### src/rtl/axi_write_arbiter_if.sv
// One AXI3 write port (AW, W, B channels). The master modport drives requests;
// the slave modport answers them.
interface axi_write_arbiter_if #(
   parameter int unsigned buswidth = 32
);
   logic [3:0]            awid;
   logic [31:0]           awaddr;
   logic [3:0]            awlen;
   logic [2:0]            awsize;
   logic [1:0]            awburst;
   logic [1:0]            awlock;
   logic [3:0]            awcache;
   logic [2:0]            awprot;
   logic                  awvalid;
   logic                  awready;

   logic [3:0]            wid;
   logic [buswidth-1:0]   wdata;
   logic [buswidth/8-1:0] wstrb;
   logic                  wlast;
   logic                  wvalid;
   logic                  wready;

   logic [3:0]            bid;
   logic [1:0]            bresp;
   logic                  bvalid;
   logic                  bready;

   modport master (
      output awid, awaddr, awlen, awsize, awburst, awlock, awcache, awprot, awvalid,
      input  awready,
      output wid, wdata, wstrb, wlast, wvalid,
      input  wready,
      input  bid, bresp, bvalid,
      output bready
   );

   modport slave (
      input  awid, awaddr, awlen, awsize, awburst, awlock, awcache, awprot, awvalid,
      output awready,
      input  wid, wdata, wstrb, wlast, wvalid,
      output wready,
      output bid, bresp, bvalid,
      input  bready
   );
endinterface

### src/rtl/axi_write_arbiter.sv
// Round-robin arbiter letting two AXI3 write masters share one slave port,
// one complete AW/W/B transaction at a time.
module axi_write_arbiter #(
   parameter int unsigned buswidth = 32
) (
   input  logic                ACLK,
   input  logic                ARESETn,
   axi_write_arbiter_if.slave  m0,
   axi_write_arbiter_if.slave  m1,
   axi_write_arbiter_if.master s,
   output logic                grant,
   output logic                busy,
   output logic                len_err
);

   typedef enum logic [1:0] {IDLE, ADDR, DATA, RESP} state_t;

   state_t                state;
   logic                  last_grant;
   logic [3:0]            beat_cnt;
   logic [3:0]            awlen_q;

   logic [3:0]            sel_awid;
   logic [31:0]           sel_awaddr;
   logic [3:0]            sel_awlen;
   logic [2:0]            sel_awsize;
   logic [1:0]            sel_awburst;
   logic [1:0]            sel_awlock;
   logic [3:0]            sel_awcache;
   logic [2:0]            sel_awprot;
   logic                  sel_awvalid;
   logic [3:0]            sel_wid;
   logic [buswidth-1:0]   sel_wdata;
   logic [buswidth/8-1:0] sel_wstrb;
   logic                  sel_wlast;
   logic                  sel_wvalid;
   logic                  sel_bready;
   logic                  aw_hs;
   logic                  w_hs;
   logic                  b_hs;

   assign sel_awid    = grant ? m1.awid    : m0.awid;
   assign sel_awaddr  = grant ? m1.awaddr  : m0.awaddr;
   assign sel_awlen   = grant ? m1.awlen   : m0.awlen;
   assign sel_awsize  = grant ? m1.awsize  : m0.awsize;
   assign sel_awburst = grant ? m1.awburst : m0.awburst;
   assign sel_awlock  = grant ? m1.awlock  : m0.awlock;
   assign sel_awcache = grant ? m1.awcache : m0.awcache;
   assign sel_awprot  = grant ? m1.awprot  : m0.awprot;
   assign sel_awvalid = grant ? m1.awvalid : m0.awvalid;
   assign sel_wid     = grant ? m1.wid     : m0.wid;
   assign sel_wdata   = grant ? m1.wdata   : m0.wdata;
   assign sel_wstrb   = grant ? m1.wstrb   : m0.wstrb;
   assign sel_wlast   = grant ? m1.wlast   : m0.wlast;
   assign sel_wvalid  = grant ? m1.wvalid  : m0.wvalid;
   assign sel_bready  = grant ? m1.bready  : m0.bready;

   assign aw_hs = (state == ADDR) && sel_awvalid && s.awready;
   assign w_hs  = (state == DATA) && sel_wvalid && s.wready;
   assign b_hs  = (state == RESP) && s.bvalid && sel_bready;

   always_ff @(posedge ACLK or negedge ARESETn) begin
      if (!ARESETn) begin
         state      <= IDLE;
         grant      <= 1'b0;
         last_grant <= 1'b1;
         busy       <= 1'b0;
         len_err    <= 1'b0;
         beat_cnt   <= '0;
         awlen_q    <= '0;
      end else begin
         len_err <= 1'b0;
         case (state)
            IDLE: begin
               if (m0.awvalid || m1.awvalid) begin
                  // On a tie the master not served last time wins.
                  if (m0.awvalid && m1.awvalid) grant <= ~last_grant;
                  else                          grant <= m1.awvalid;
                  state <= ADDR;
                  busy  <= 1'b1;
               end
            end
            ADDR: begin
               if (aw_hs) begin
                  awlen_q  <= sel_awlen;
                  beat_cnt <= '0;
                  state    <= DATA;
               end
            end
            DATA: begin
               if (w_hs) begin
                  if (beat_cnt != 4'hf) beat_cnt <= beat_cnt + 4'd1;
                  // beat_cnt still holds this beat's index; the last beat must be index awlen.
                  if (sel_wlast) begin
                     len_err <= (beat_cnt != awlen_q);
                     state   <= RESP;
                  end else if (beat_cnt == awlen_q) begin
                     len_err <= 1'b1;
                  end
               end
            end
            RESP: begin
               if (b_hs) begin
                  last_grant <= grant;
                  state      <= IDLE;
                  busy       <= 1'b0;
               end
            end
            default: state <= IDLE;
         endcase
      end
   end

   always_comb begin
      s.awid     = '0;
      s.awaddr   = '0;
      s.awlen    = '0;
      s.awsize   = '0;
      s.awburst  = '0;
      s.awlock   = '0;
      s.awcache  = '0;
      s.awprot   = '0;
      s.awvalid  = 1'b0;
      s.wid      = '0;
      s.wdata    = '0;
      s.wstrb    = '0;
      s.wlast    = 1'b0;
      s.wvalid   = 1'b0;
      s.bready   = 1'b0;
      m0.awready = 1'b0;
      m0.wready  = 1'b0;
      m0.bid     = '0;
      m0.bresp   = '0;
      m0.bvalid  = 1'b0;
      m1.awready = 1'b0;
      m1.wready  = 1'b0;
      m1.bid     = '0;
      m1.bresp   = '0;
      m1.bvalid  = 1'b0;
      case (state)
         ADDR: begin
            s.awid    = sel_awid;
            s.awaddr  = sel_awaddr;
            s.awlen   = sel_awlen;
            s.awsize  = sel_awsize;
            s.awburst = sel_awburst;
            s.awlock  = sel_awlock;
            s.awcache = sel_awcache;
            s.awprot  = sel_awprot;
            s.awvalid = sel_awvalid;
            if (grant) m1.awready = s.awready;
            else       m0.awready = s.awready;
         end
         DATA: begin
            s.wid    = sel_wid;
            s.wdata  = sel_wdata;
            s.wstrb  = sel_wstrb;
            s.wlast  = sel_wlast;
            s.wvalid = sel_wvalid;
            if (grant) m1.wready = s.wready;
            else       m0.wready = s.wready;
         end
         RESP: begin
            s.bready = sel_bready;
            if (grant) begin
               m1.bid    = s.bid;
               m1.bresp  = s.bresp;
               m1.bvalid = s.bvalid;
            end else begin
               m0.bid    = s.bid;
               m0.bresp  = s.bresp;
               m0.bvalid = s.bvalid;
            end
         end
         default: ;
      endcase
   end

endmodule

### src/flat_wrapper.sv
// flat-port wrapper written by rule: the top's interface ports become plain ports
module axi_write_arbiter_flat 
#(
   parameter int unsigned buswidth = 32
)
  (ACLK, ARESETn, grant, busy, len_err, m0_awid, m0_awaddr, m0_awlen, m0_awsize, m0_awburst, m0_awlock, m0_awcache, m0_awprot, m0_awvalid, m0_awready, m0_wid, m0_wdata, m0_wstrb, m0_wlast, m0_wvalid, m0_wready, m0_bid, m0_bresp, m0_bvalid, m0_bready, m1_awid, m1_awaddr, m1_awlen, m1_awsize, m1_awburst, m1_awlock, m1_awcache, m1_awprot, m1_awvalid, m1_awready, m1_wid, m1_wdata, m1_wstrb, m1_wlast, m1_wvalid, m1_wready, m1_bid, m1_bresp, m1_bvalid, m1_bready, s_awid, s_awaddr, s_awlen, s_awsize, s_awburst, s_awlock, s_awcache, s_awprot, s_awvalid, s_awready, s_wid, s_wdata, s_wstrb, s_wlast, s_wvalid, s_wready, s_bid, s_bresp, s_bvalid, s_bready);
  axi_write_arbiter_if #(.buswidth(buswidth)) m0_i ();
  axi_write_arbiter_if #(.buswidth(buswidth)) m1_i ();
  axi_write_arbiter_if #(.buswidth(buswidth)) s_i ();
  input  logic ACLK;
  input  logic ARESETn;
  output logic grant;
  output logic busy;
  output logic len_err;
  input wire logic [$bits(m0_i.awid)-1:0] m0_awid;
  input wire logic [$bits(m0_i.awaddr)-1:0] m0_awaddr;
  input wire logic [$bits(m0_i.awlen)-1:0] m0_awlen;
  input wire logic [$bits(m0_i.awsize)-1:0] m0_awsize;
  input wire logic [$bits(m0_i.awburst)-1:0] m0_awburst;
  input wire logic [$bits(m0_i.awlock)-1:0] m0_awlock;
  input wire logic [$bits(m0_i.awcache)-1:0] m0_awcache;
  input wire logic [$bits(m0_i.awprot)-1:0] m0_awprot;
  input wire logic [$bits(m0_i.awvalid)-1:0] m0_awvalid;
  output wire logic [$bits(m0_i.awready)-1:0] m0_awready;
  input wire logic [$bits(m0_i.wid)-1:0] m0_wid;
  input wire logic [$bits(m0_i.wdata)-1:0] m0_wdata;
  input wire logic [$bits(m0_i.wstrb)-1:0] m0_wstrb;
  input wire logic [$bits(m0_i.wlast)-1:0] m0_wlast;
  input wire logic [$bits(m0_i.wvalid)-1:0] m0_wvalid;
  output wire logic [$bits(m0_i.wready)-1:0] m0_wready;
  output wire logic [$bits(m0_i.bid)-1:0] m0_bid;
  output wire logic [$bits(m0_i.bresp)-1:0] m0_bresp;
  output wire logic [$bits(m0_i.bvalid)-1:0] m0_bvalid;
  input wire logic [$bits(m0_i.bready)-1:0] m0_bready;
  input wire logic [$bits(m1_i.awid)-1:0] m1_awid;
  input wire logic [$bits(m1_i.awaddr)-1:0] m1_awaddr;
  input wire logic [$bits(m1_i.awlen)-1:0] m1_awlen;
  input wire logic [$bits(m1_i.awsize)-1:0] m1_awsize;
  input wire logic [$bits(m1_i.awburst)-1:0] m1_awburst;
  input wire logic [$bits(m1_i.awlock)-1:0] m1_awlock;
  input wire logic [$bits(m1_i.awcache)-1:0] m1_awcache;
  input wire logic [$bits(m1_i.awprot)-1:0] m1_awprot;
  input wire logic [$bits(m1_i.awvalid)-1:0] m1_awvalid;
  output wire logic [$bits(m1_i.awready)-1:0] m1_awready;
  input wire logic [$bits(m1_i.wid)-1:0] m1_wid;
  input wire logic [$bits(m1_i.wdata)-1:0] m1_wdata;
  input wire logic [$bits(m1_i.wstrb)-1:0] m1_wstrb;
  input wire logic [$bits(m1_i.wlast)-1:0] m1_wlast;
  input wire logic [$bits(m1_i.wvalid)-1:0] m1_wvalid;
  output wire logic [$bits(m1_i.wready)-1:0] m1_wready;
  output wire logic [$bits(m1_i.bid)-1:0] m1_bid;
  output wire logic [$bits(m1_i.bresp)-1:0] m1_bresp;
  output wire logic [$bits(m1_i.bvalid)-1:0] m1_bvalid;
  input wire logic [$bits(m1_i.bready)-1:0] m1_bready;
  output wire logic [$bits(s_i.awid)-1:0] s_awid;
  output wire logic [$bits(s_i.awaddr)-1:0] s_awaddr;
  output wire logic [$bits(s_i.awlen)-1:0] s_awlen;
  output wire logic [$bits(s_i.awsize)-1:0] s_awsize;
  output wire logic [$bits(s_i.awburst)-1:0] s_awburst;
  output wire logic [$bits(s_i.awlock)-1:0] s_awlock;
  output wire logic [$bits(s_i.awcache)-1:0] s_awcache;
  output wire logic [$bits(s_i.awprot)-1:0] s_awprot;
  output wire logic [$bits(s_i.awvalid)-1:0] s_awvalid;
  input wire logic [$bits(s_i.awready)-1:0] s_awready;
  output wire logic [$bits(s_i.wid)-1:0] s_wid;
  output wire logic [$bits(s_i.wdata)-1:0] s_wdata;
  output wire logic [$bits(s_i.wstrb)-1:0] s_wstrb;
  output wire logic [$bits(s_i.wlast)-1:0] s_wlast;
  output wire logic [$bits(s_i.wvalid)-1:0] s_wvalid;
  input wire logic [$bits(s_i.wready)-1:0] s_wready;
  input wire logic [$bits(s_i.bid)-1:0] s_bid;
  input wire logic [$bits(s_i.bresp)-1:0] s_bresp;
  input wire logic [$bits(s_i.bvalid)-1:0] s_bvalid;
  output wire logic [$bits(s_i.bready)-1:0] s_bready;
  assign m0_i.awid = m0_awid;
  assign m0_i.awaddr = m0_awaddr;
  assign m0_i.awlen = m0_awlen;
  assign m0_i.awsize = m0_awsize;
  assign m0_i.awburst = m0_awburst;
  assign m0_i.awlock = m0_awlock;
  assign m0_i.awcache = m0_awcache;
  assign m0_i.awprot = m0_awprot;
  assign m0_i.awvalid = m0_awvalid;
  assign m0_awready = m0_i.awready;
  assign m0_i.wid = m0_wid;
  assign m0_i.wdata = m0_wdata;
  assign m0_i.wstrb = m0_wstrb;
  assign m0_i.wlast = m0_wlast;
  assign m0_i.wvalid = m0_wvalid;
  assign m0_wready = m0_i.wready;
  assign m0_bid = m0_i.bid;
  assign m0_bresp = m0_i.bresp;
  assign m0_bvalid = m0_i.bvalid;
  assign m0_i.bready = m0_bready;
  assign m1_i.awid = m1_awid;
  assign m1_i.awaddr = m1_awaddr;
  assign m1_i.awlen = m1_awlen;
  assign m1_i.awsize = m1_awsize;
  assign m1_i.awburst = m1_awburst;
  assign m1_i.awlock = m1_awlock;
  assign m1_i.awcache = m1_awcache;
  assign m1_i.awprot = m1_awprot;
  assign m1_i.awvalid = m1_awvalid;
  assign m1_awready = m1_i.awready;
  assign m1_i.wid = m1_wid;
  assign m1_i.wdata = m1_wdata;
  assign m1_i.wstrb = m1_wstrb;
  assign m1_i.wlast = m1_wlast;
  assign m1_i.wvalid = m1_wvalid;
  assign m1_wready = m1_i.wready;
  assign m1_bid = m1_i.bid;
  assign m1_bresp = m1_i.bresp;
  assign m1_bvalid = m1_i.bvalid;
  assign m1_i.bready = m1_bready;
  assign s_awid = s_i.awid;
  assign s_awaddr = s_i.awaddr;
  assign s_awlen = s_i.awlen;
  assign s_awsize = s_i.awsize;
  assign s_awburst = s_i.awburst;
  assign s_awlock = s_i.awlock;
  assign s_awcache = s_i.awcache;
  assign s_awprot = s_i.awprot;
  assign s_awvalid = s_i.awvalid;
  assign s_i.awready = s_awready;
  assign s_wid = s_i.wid;
  assign s_wdata = s_i.wdata;
  assign s_wstrb = s_i.wstrb;
  assign s_wlast = s_i.wlast;
  assign s_wvalid = s_i.wvalid;
  assign s_i.wready = s_wready;
  assign s_i.bid = s_bid;
  assign s_i.bresp = s_bresp;
  assign s_i.bvalid = s_bvalid;
  assign s_bready = s_i.bready;
  axi_write_arbiter #(.buswidth(buswidth)) u_core (.ACLK(ACLK), .ARESETn(ARESETn), .m0(m0_i), .m1(m1_i), .s(s_i), .grant(grant), .busy(busy), .len_err(len_err));
endmodule
### config.mk
export PLATFORM = sky130hd
export DESIGN_NAME = axi_write_arbiter_flat
export DESIGN_NICKNAME = d
export VERILOG_FILES = /design/src/rtl/axi_write_arbiter_if.sv /design/src/rtl/axi_write_arbiter.sv /design/src/flat_wrapper.sv
export SDC_FILE = /design/constraint.sdc
export NUM_CORES = 1
export LEC_CHECK = 0
export CAP_MARGIN = 20
export CORE_AREA = 5 5 123 125
export CTS_CLUSTER_SIZE = 40
export DETAILED_ROUTE_END_ITERATION = 12
export DIE_AREA = 0 0 128 130
export PLACE_DENSITY = 0.6
export SLEW_MARGIN = 25
export SYNTH_ARGS = -nofsm -noshare
export SYNTH_HDL_FRONTEND = slang
export SYNTH_SLANG_ARGS = --single-unit
### constraint.sdc
create_clock -name ACLK -period 2.1 [get_ports ACLK]
set_clock_uncertainty 0.1 [all_clocks]
set_input_delay 0.42 -clock ACLK [delete_from_list [all_inputs] [get_ports ACLK]]
set_output_delay 0.42 -clock ACLK [all_outputs]
set_load 0.005 [all_outputs]
Word-level counts from Yosys, hierarchy flattened --
Index checks and enable logic that the tools add are counted.
Storage, ports and cells: bits in read-only memories 0, memories kept 0, logic and storage cells 106, latch bits 0, bits in writable memories 0, register bits after elaboration 14
Cells by class: reductions and logical operators 17, shift-type cells 0, bitwise operators 1, multipliers 0, add/sub/neg operators 1, equality and inequality tests 12, magnitude comparators 0, muxes and demuxes 68, divide/modulo/power cells 0
Operators by type and width (count):
- $mux W32 | 4
- $mux W4 | 17
- $mux W1 | 27
- $mux W2 | 13
- $mux W3 | 4
- $ne A2 B1 Y1 const B | 5
- $pmux W2 S4 | 1
- $pmux W4 S2 | 1
- $logic_and A1 B1 Y1 | 7
- $reduce_and A2 Y1 | 3
- $reduce_and A5 Y1 | 1
- $add A4 B1 Y4 const B | 1
- $eq A2 B2 Y1 const B | 2
- $eq A4 B4 Y1 | 1
- $ne A4 B4 Y1 | 1
- $ne A4 B4 Y1 const B | 1
- $reduce_and A4 Y1 | 1
- $reduce_bool A2 Y1 | 2
- $reduce_and A3 Y1 | 1
- $eq A2 B1 Y1 const B | 1
- $logic_not A2 Y1 | 1
- $ne A2 B2 Y1 const B | 1
- $pmux W1 S2 | 1
- $logic_or A1 B1 Y1 | 1
- $not A1 Y1 | 1

Logic depth before layout (Yosys ltp) --
Gate-level depths: netlist of run 1.
depth after elaboration 5, gate-level depth with buffers 7, depth with buffers taken out 6

Worst setup path before layout of run 1 --
Ideal clock, no wire load.
path kind register -> output, start point register u_core.state[0], end point output s_wdata[24], arrival 1.491 ns, path slack 0.089 ns, stages on the path, launching flop included 7, path buffers 3, path through dfrtp_1 inv_1 ha_1 clkbuf_1 clkbuf_1 clkbuf_1 nor2b_1
On the way: word-level cells in the longest chain between the ends 2
Ends and longest elaborated chain:
- start: declaration | RTL line axi_write_arbiter.sv:18 | state_t state;
- start signal: assignment | RTL line axi_write_arbiter.sv:64 | state <= IDLE;
- start signal: assignment | RTL line axi_write_arbiter.sv:79 | state <= ADDR;
- start signal: assignment | RTL line axi_write_arbiter.sv:87 | state <= DATA;
- $eq A2 B2 Y1 | RTL line axi_write_arbiter.sv:140 | case (state)
- $mux W32 | RTL line axi_write_arbiter.sv:140
- end: declaration | RTL line flat_wrapper.sv:66 | output wire logic [$bits(s_i.wdata)-1:0] s_wdata;
No other way between the ends.

Worst setup path after layout of run 1 --
start point register u_core.grant, end point output s_wdata[14]
On the way: word-level cells in the longest chain between the ends 2
Ends and longest elaborated chain:
- start: declaration | RTL line axi_write_arbiter.sv:11 | output logic grant,
- start signal: assignment | RTL line axi_write_arbiter.sv:77 | if (m0.awvalid && m1.awvalid) grant <= ~last_grant;
- start signal: assignment | RTL line axi_write_arbiter.sv:78 | else grant <= m1.awvalid;
- $mux W32 | RTL line axi_write_arbiter.sv:52 | assign sel_wdata = grant ? m1.wdata : m0.wdata;
- $mux W32 | RTL line axi_write_arbiter.sv:140
No other way between the ends.

==> results of run 1 <==
## layout make-up
| class | count | area share |
|---|---|---|
| Clock buffer | 4 | 0.0136 |
| Inverter | 6 | 0.00460 |
| Multi-Input combinational cell | 275 | 0.329 |
| Sequential cell | 14 | 0.0548 |
| Tap cell | 180 | 0.0345 |
| Timing Repair Buffer | 392 | 0.564 |
## timing repair
action | 4_1_cts | 5_1_grt
gates cloned | 1 | 6
setup buffers | 14 | 9
pin swaps | 4 | 4
hold buffers | 0 | 0
gates resized for setup | 244 | 118
endpoints found under the setup margin | 118 | 110
## kinds of logic (layout without fill, tap and decap cells)
kind of cell,count (synthesis),after routing,share of synthesized area
AND/OR/NAND/NOR,144,144,0.290
adder cells (fa/ha/maj),5,5,0.0252
multiplexers,101,101,0.409
flip-flops,14,14,0.142
XOR/XNOR,5,5,0.0177
AO/OA/AOI/OAI,20,20,0.0590
buffers and inverters,32,402,0.0580
## registers in the layout, summed over array words and instances (netlist names)
| register | flops |
|---|---|
| u_core.awlen_q | 4 |
| u_core.state | 2 |
| u_core.beat_cnt | 4 |
| u_core.last_grant | 1 |
| u_core.busy | 1 |
| u_core.len_err | 1 |
| u_core.grant | 1 |
## routing by layer
layer | global-route usage | part of all wire | vias up
li1 | - | - | 1848
met1 | 0.164 | 0.38 | 1708
met2 | 0.283 | 0.52 | 201
met3 | 0.0368 | 0.085 | 19
met4 | 0.0474 | 0.022 | 0
met5 | 0 | 0 | -
## worst max-delay path by stage
| stage | startpoint | endpoint | slack [ns] | depth (start not counted) |
|---|---|---|---|---|
| after global routing | u_core.grant | s_bready | -0.07 | 4 |
| after floorplan | u_core.state[0] | s_wdata[24] | 0.09 | 6 |
| after global placement | m1_awvalid | s_awvalid | -0.15 | 4 |
| after detailed placement | m1_awvalid | s_awvalid | -0.16 | 4 |
| final | u_core.grant | s_wdata[14] | -0.002 | 5 |
| after CTS | u_core.state[0] | m0_wready | -0.20 | 6 |
## cell usage after synthesis
cell type	count
o21a_1	1
and2_1	7
o21ai_0	2
a31oi_1	2
buf_6	1
clkbuf_1	14
nor3_1	1
mux2_2	1
nor2b_1	45
inv_1	6
and3_1	10
a21oi_1	5
nand2b_1	1
nor3_2	1
o221ai_1	2
a31o_2	1
mux2_1	1
o31ai_1	1
ha_1	5
or3_1	1
o21ai_1	1
o41ai_1	1
nand4_1	2
nor2_1	65
dfstp_2	1
a221oi_2	1
a41oi_1	1
mux2i_1	99
nand3_1	2
buf_4	1
buf_2	10
dfrtp_1	13
nand2_1	8
a32o_1	2
nor4_1	1
xnor2_1	5
## where the power goes
group / switching (mW) / internal (mW)
Clock: 0.122 / 0.290
Combinational: 2.37 / 3.38
Sequential: 0.127 / 0.406
Total: 2.62 / 4.08
## through the flow
step | total power [mW] | TNS [ns] | util | cells | worst slack [ns]
4_1_cts | 6.31 | -0.557 | 0.467 | 859 | -0.204
5_1_grt | 7.20 | -0.773 | 0.474 | 871 | -0.0695
3_3_place_gp | 5.68 | -3.32 | 0.453 | 840 | -0.150
2_1_floorplan | 2.89 | 0 | - | 321 | 0.0889
3_5_place_dp | 5.73 | -3.92 | 0.453 | 840 | -0.161
6_report | 6.70 | -0.00247 | 0.474 | 871 | -0.00247
## critical path: cells and delay by family, from the launching register on
| family | cells | cell delay, ns |
|---|---|---|
| flip-flops | 1 | 0.52 |
| buffers and inverters | 3 | 0.57 |
| AND/OR/NAND/NOR | 1 | 0.06 |
| multiplexers | 1 | 0.17 |
==> summary.md, run 1 <==
| Metric | Value |
|---|---|
| Storage cell area | ~360 um^2 |
| Initial antenna violation count | 0 |
| Post-synthesis sequential area ratio | 0.142 |
| First-pass DRT Iterations | 4 |
| Most common cell after layout, fill and taps aside | clkdlybuf4s50_1 |
| CORE AREA | between 10000 and 15000 um^2 |
| Final wirelength | approximately 15 mm |
| Total number of H-tree levels | 1 |
| Tcrit/Tclk final | 1.00 |
| Crit path launch type | flop |
| Pwr Density | 1030 nW/um^2 |
| Cell count after synthesis | about 320 |
| R2R cell count | 7 |
| Worst Path Max Fanout | 13 |
| RSZ-0062 raised after global routing | yes |
| Largest net degree at the start of global routing | 30 |
| Final #Nets | approximately 900 |
| Hold Vio Cnt, Final | 0 |
| IO Pins | about 330 |
| Status | finished with violations |
| Syn avg cell area | about 7.7 um^2 |
| Hold crit path type | in2async |
| Worst r2r dst | u_core.state[1] |
| Final Instance Area | about 6500 um^2 |
| CTS Sinks | 14 |
| Final min period | between 2 and 2.5 ns |
| R2R Setup Slk | 0.10 ns |
| Worst-path cell chain | buf_4 > buf_12 > mux2i_2 > nor2b_1 > dlygate4sd2_1 |
| Crit path max-delay cell type | dfrtp_4 |
| Maximum clock frequency | around 480 MHz |
| First-pass GRT wire length | between 20 and 25 mm |
| Post-synth net total | between 500 and 600 |
| Multi-input logic area | about 2100 um^2 |
| Area Overhead vs Synth | 163% |
| RePlAce Congestion | 0.836 |
| Yosys top cell area share | 0.400 |
| CTS Buffer Depth | 2 |
| DRC Markers | 0 |
| Placed Area | 6240 um^2 |
| Synth cell types | 36 |
| Worst Setup End Kind | output port |
| WS Path Type | reg2out |
| Ys Warns | 0 |
| Violated checks | negative setup slack |
| Routed WL per cell | roughly 17 um |
| Initial DRC count | 136 |
| Mapped Area | 2480 um^2 |
| Slew Limit Fails | 0 |
| Die height | about 130 um |
| Root Buffer | clkbuf_16 |
| Share of layout cells above drive strength 1 | 0.245 |
| Synth area leader | mux2i_1 |
| CP peak stage delay | 0.52 ns |
| Remaining antenna violation count | 0 |
| Num CTS Buffers | 3 |
| Worst skew pair latency | roughly 0.25 ns |
| Max VDD drop | 0.650 mV |
| Die Wd | about 130 um |
| Initial Util | 0.180 |
| DR vias | ~3800 |
| CTS tree | yes |
| Static leakage | slightly above 3 nW |
| WP data arrival | around 1.6 ns |
| Critical R2R Launch | u_core.grant |
| Die ar. | approximately 17000 um^2 |
| DR vias/cell | between 4 and 5 |
| GRT Total Usage | 0.150 |
| ANT cells | 0 |
| #FFs+latches synth | 14 |
| Grt total ovfl | 0 |
| Reg clk slew, reported paths | 0.05 ns |
| Final worst slack | -0.00247 ns |
| Vias in the first global route | 3893 |
| CP required | roughly 1.6 ns |
| Most area-consuming cells after synthesis | mux2i_1 40%, dfrtp_1 13%, nor2b_1 11%, nor2_1 9.8%, and3_1 2.5% |
| Most frequent cells in the layout | 208 x clkdlybuf4s50_1, 88 x mux2i_1, 64 x nor2_1, 43 x nor2b_1, 41 x clkbuf_2 |
| Worst-margin pin slew | 0.319 ns |
| Count of final setup violators | 1 |
| DP Wirelength | between 10 and 15 mm |
| Max Cap Viol | 0 |
| Slew HR | 0.786 |
| WHS | a little under 0.4 ns |
| I/O Buffers | roughly 330 |
| Fill cell count | around 1300 |
| # rows | 43 |
Note: power is estimated with default switching activity, not from simulation.
==> run 2: changes to the inputs <==
Settings changed: CTS_BUF_LIST set to sky130_fd_sc_hd__clkbuf_8.
==> summary.md, run 2 (synthesized netlist as in run 1, its figures left out) <==
| Metric | Value |
|---|---|
| Status | finished with violations |
| Violated checks | negative setup slack |
| RSZ-0062 raised after global routing | yes |
| Final #Nets | ~900 |
| RePlAce Congestion | 0.836 |
| CTS tree | yes |
| Die height | between 100 and 150 um |
| R2R Setup Slk | 0.03 ns |
| Area Overhead vs Synth | 167% |
| # rows | 43 |
| IO Pins | about 330 |
| CTS Buffer Depth | 2 |
| Worst r2r dst | u_core.last_grant |
| CP required | around 1.6 ns |
| DR vias | ~3800 |
| WHS | about 0.38 ns |
| Overall Power | 6.68 mW |
| Die Wd | 128 um |
| Max VDD drop | around 0.53 mV |
| Remaining antenna violation count | 0 |
| Num CTS Buffers | 3 |
| Hold Vio Cnt, Final | 0 |
| Setup TNS | -0.134 ns |
| Final min period | between 2 and 2.5 ns |
| Slew HR | 0.800 |
| Die ar. | ~17000 um^2 |
| Buffers and inverters on the worst path | 5 |
| Critical R2R Launch | u_core.grant |
| GRT Total Usage | 0.152 |
| First-pass DRT Iterations | 4 |
| CP peak stage delay | 0.49 ns |
| Count of final setup violators | 7 |
| Vias in the first global route | 3921 |
| Crit-path most repeated cell | buf_6 |
| DP Wirelength | approximately 12 mm |
| CORE AREA | 13800 um^2 |
| Worst skew pair latency | approximately 0.25 ns |
| Final worst slack | -0.0438 ns |
| Worst-margin pin slew | slightly below 0.3 ns |
| Initial antenna violation count | 0 |
| I/O Buffers | about 330 |
| First-pass GRT wire length | about 20 mm |
| CTS Hold Bufs | 0 |
| Most frequent cells in the layout | 208 x clkdlybuf4s50_1, 86 x mux2i_1, 64 x nor2_1, 38 x nor2b_1, 36 x buf_4 |
| Most common cell after layout, fill and taps aside | clkdlybuf4s50_1 |
| Largest net degree at the start of global routing | 30 |
| Final wirelength | roughly 15 mm |
| DR vias/cell | around 4.3 |
| Worst Path Max Fanout | 7 |
| Pwr Density | 1010 nW/um^2 |
| Max Cap Viol | 0 |
| Worst path top cell family by delay | buffers and inverters |
| Place WS | -0.161 ns |
| Tcrit/Tclk final | 1.02 |
| Worst Setup End Kind | output port |
| Root Buffer | clkbuf_8 |
| Static leakage | between 3 and 4 nW |
| Total number of H-tree levels | 1 |
| R2R cell count | 9 |
| Initial Util | 0.180 |
| Top flop regs | u_core.awlen_q (4), u_core.beat_cnt (4), u_core.state (2) |
| Hold crit path type | in2async |
| Slew Limit Fails | 0 |
| Routed WL per cell | approximately 17 um |
| Final core occ | 0.480 |
| Worst-path cell chain | buf_6 > buf_12 > buf_6 > buf_4 > mux2i_1 > nor2b_1 > buf_2 |
| Grt total ovfl | 0 |
| CTS Sinks | 14 |
| Crit path max-delay cell type | dfrtp_4 |
| DRC Markers | 0 |
| ANT cells | 0 |
| Maximum clock frequency | 466 MHz |
| Reg clk slew, reported paths | about 0.060 ns |
| Share of layout cells above drive strength 1 | 0.242 |
| Crit path launch type | flop |
| WP data arrival | roughly 1.6 ns |
| WS Path Type | reg2out |
| Initial DRC count | 117 |
run 2: metrics by stage:
step | cells | area, um^2
floorplan | 321 | 2480
global placement | 840 | 6240
detailed placement | 840 | 6240
CTS | 859 | 6450
global route | 871 | 6620
finish | 871 | 6620
run 2: layout make-up:
type                    count  area (um^2)
clock buffers               4         55.1
fillers                  1325         7160
inverters                   6         27.5
multi-input cells         275         2200
flip-flops and latches     14          358
well taps                 180          225
repair buffers            392         3750
run 2: metal layers:
layer  share of wire  wire, um  track usage  up-vias
met1            0.37      5490        0.164     1688
li1                -         -            -     1847
met4           0.017       254       0.0387        0
met2            0.53      7750        0.294      203
met3           0.083      1220       0.0377       18
met5               0         0            0        -
run 2: worst max-delay path by stage:
stage	startpoint	to	depth (start not counted)
floorplan	u_core.state[0]	s_wdata[24]	6
global placement	m1_awvalid	s_awvalid	4
detailed placement	m1_awvalid	s_awvalid	4
CTS	u_core.grant	s_awburst[1]	5
global route	u_core.grant	s_wdata[17]	5
finish	u_core.grant	s_wdata[27]	7
run 2: worst reg2reg max path, stage by stage (launching register included):
cell,delay [ns]
dfrtp_4,0.49
buf_6,0.14
buf_16,0.17
mux2i_2,0.23
nor2b_1,0.09
buf_4,0.13
buf_4,0.12
buf_4,0.12
nand2_1,0.08
mux2_2,0.33
run 2: report_power, final:
| group | internal (mW) | switching (mW) | total, mW | leakage (nW) |
|---|---|---|---|---|
| logic | 3.45 | 2.43 | 5.88 | 3.08 |
| clock network | 0.166 | 0.104 | 0.271 | 0.0288 |
| registers | 0.405 | 0.119 | 0.524 | 0.162 |
| total | 4.02 | 2.65 | 6.68 | 3.27 |
run 2: timing repair:
action,4_1_cts,5_1_grt
buffers inserted,14,9
hold endpoints to repair,0,0
gates cloned,2,7
setup endpoints to repair,118,108
gates resized for setup,244,115
pin swaps,4,7
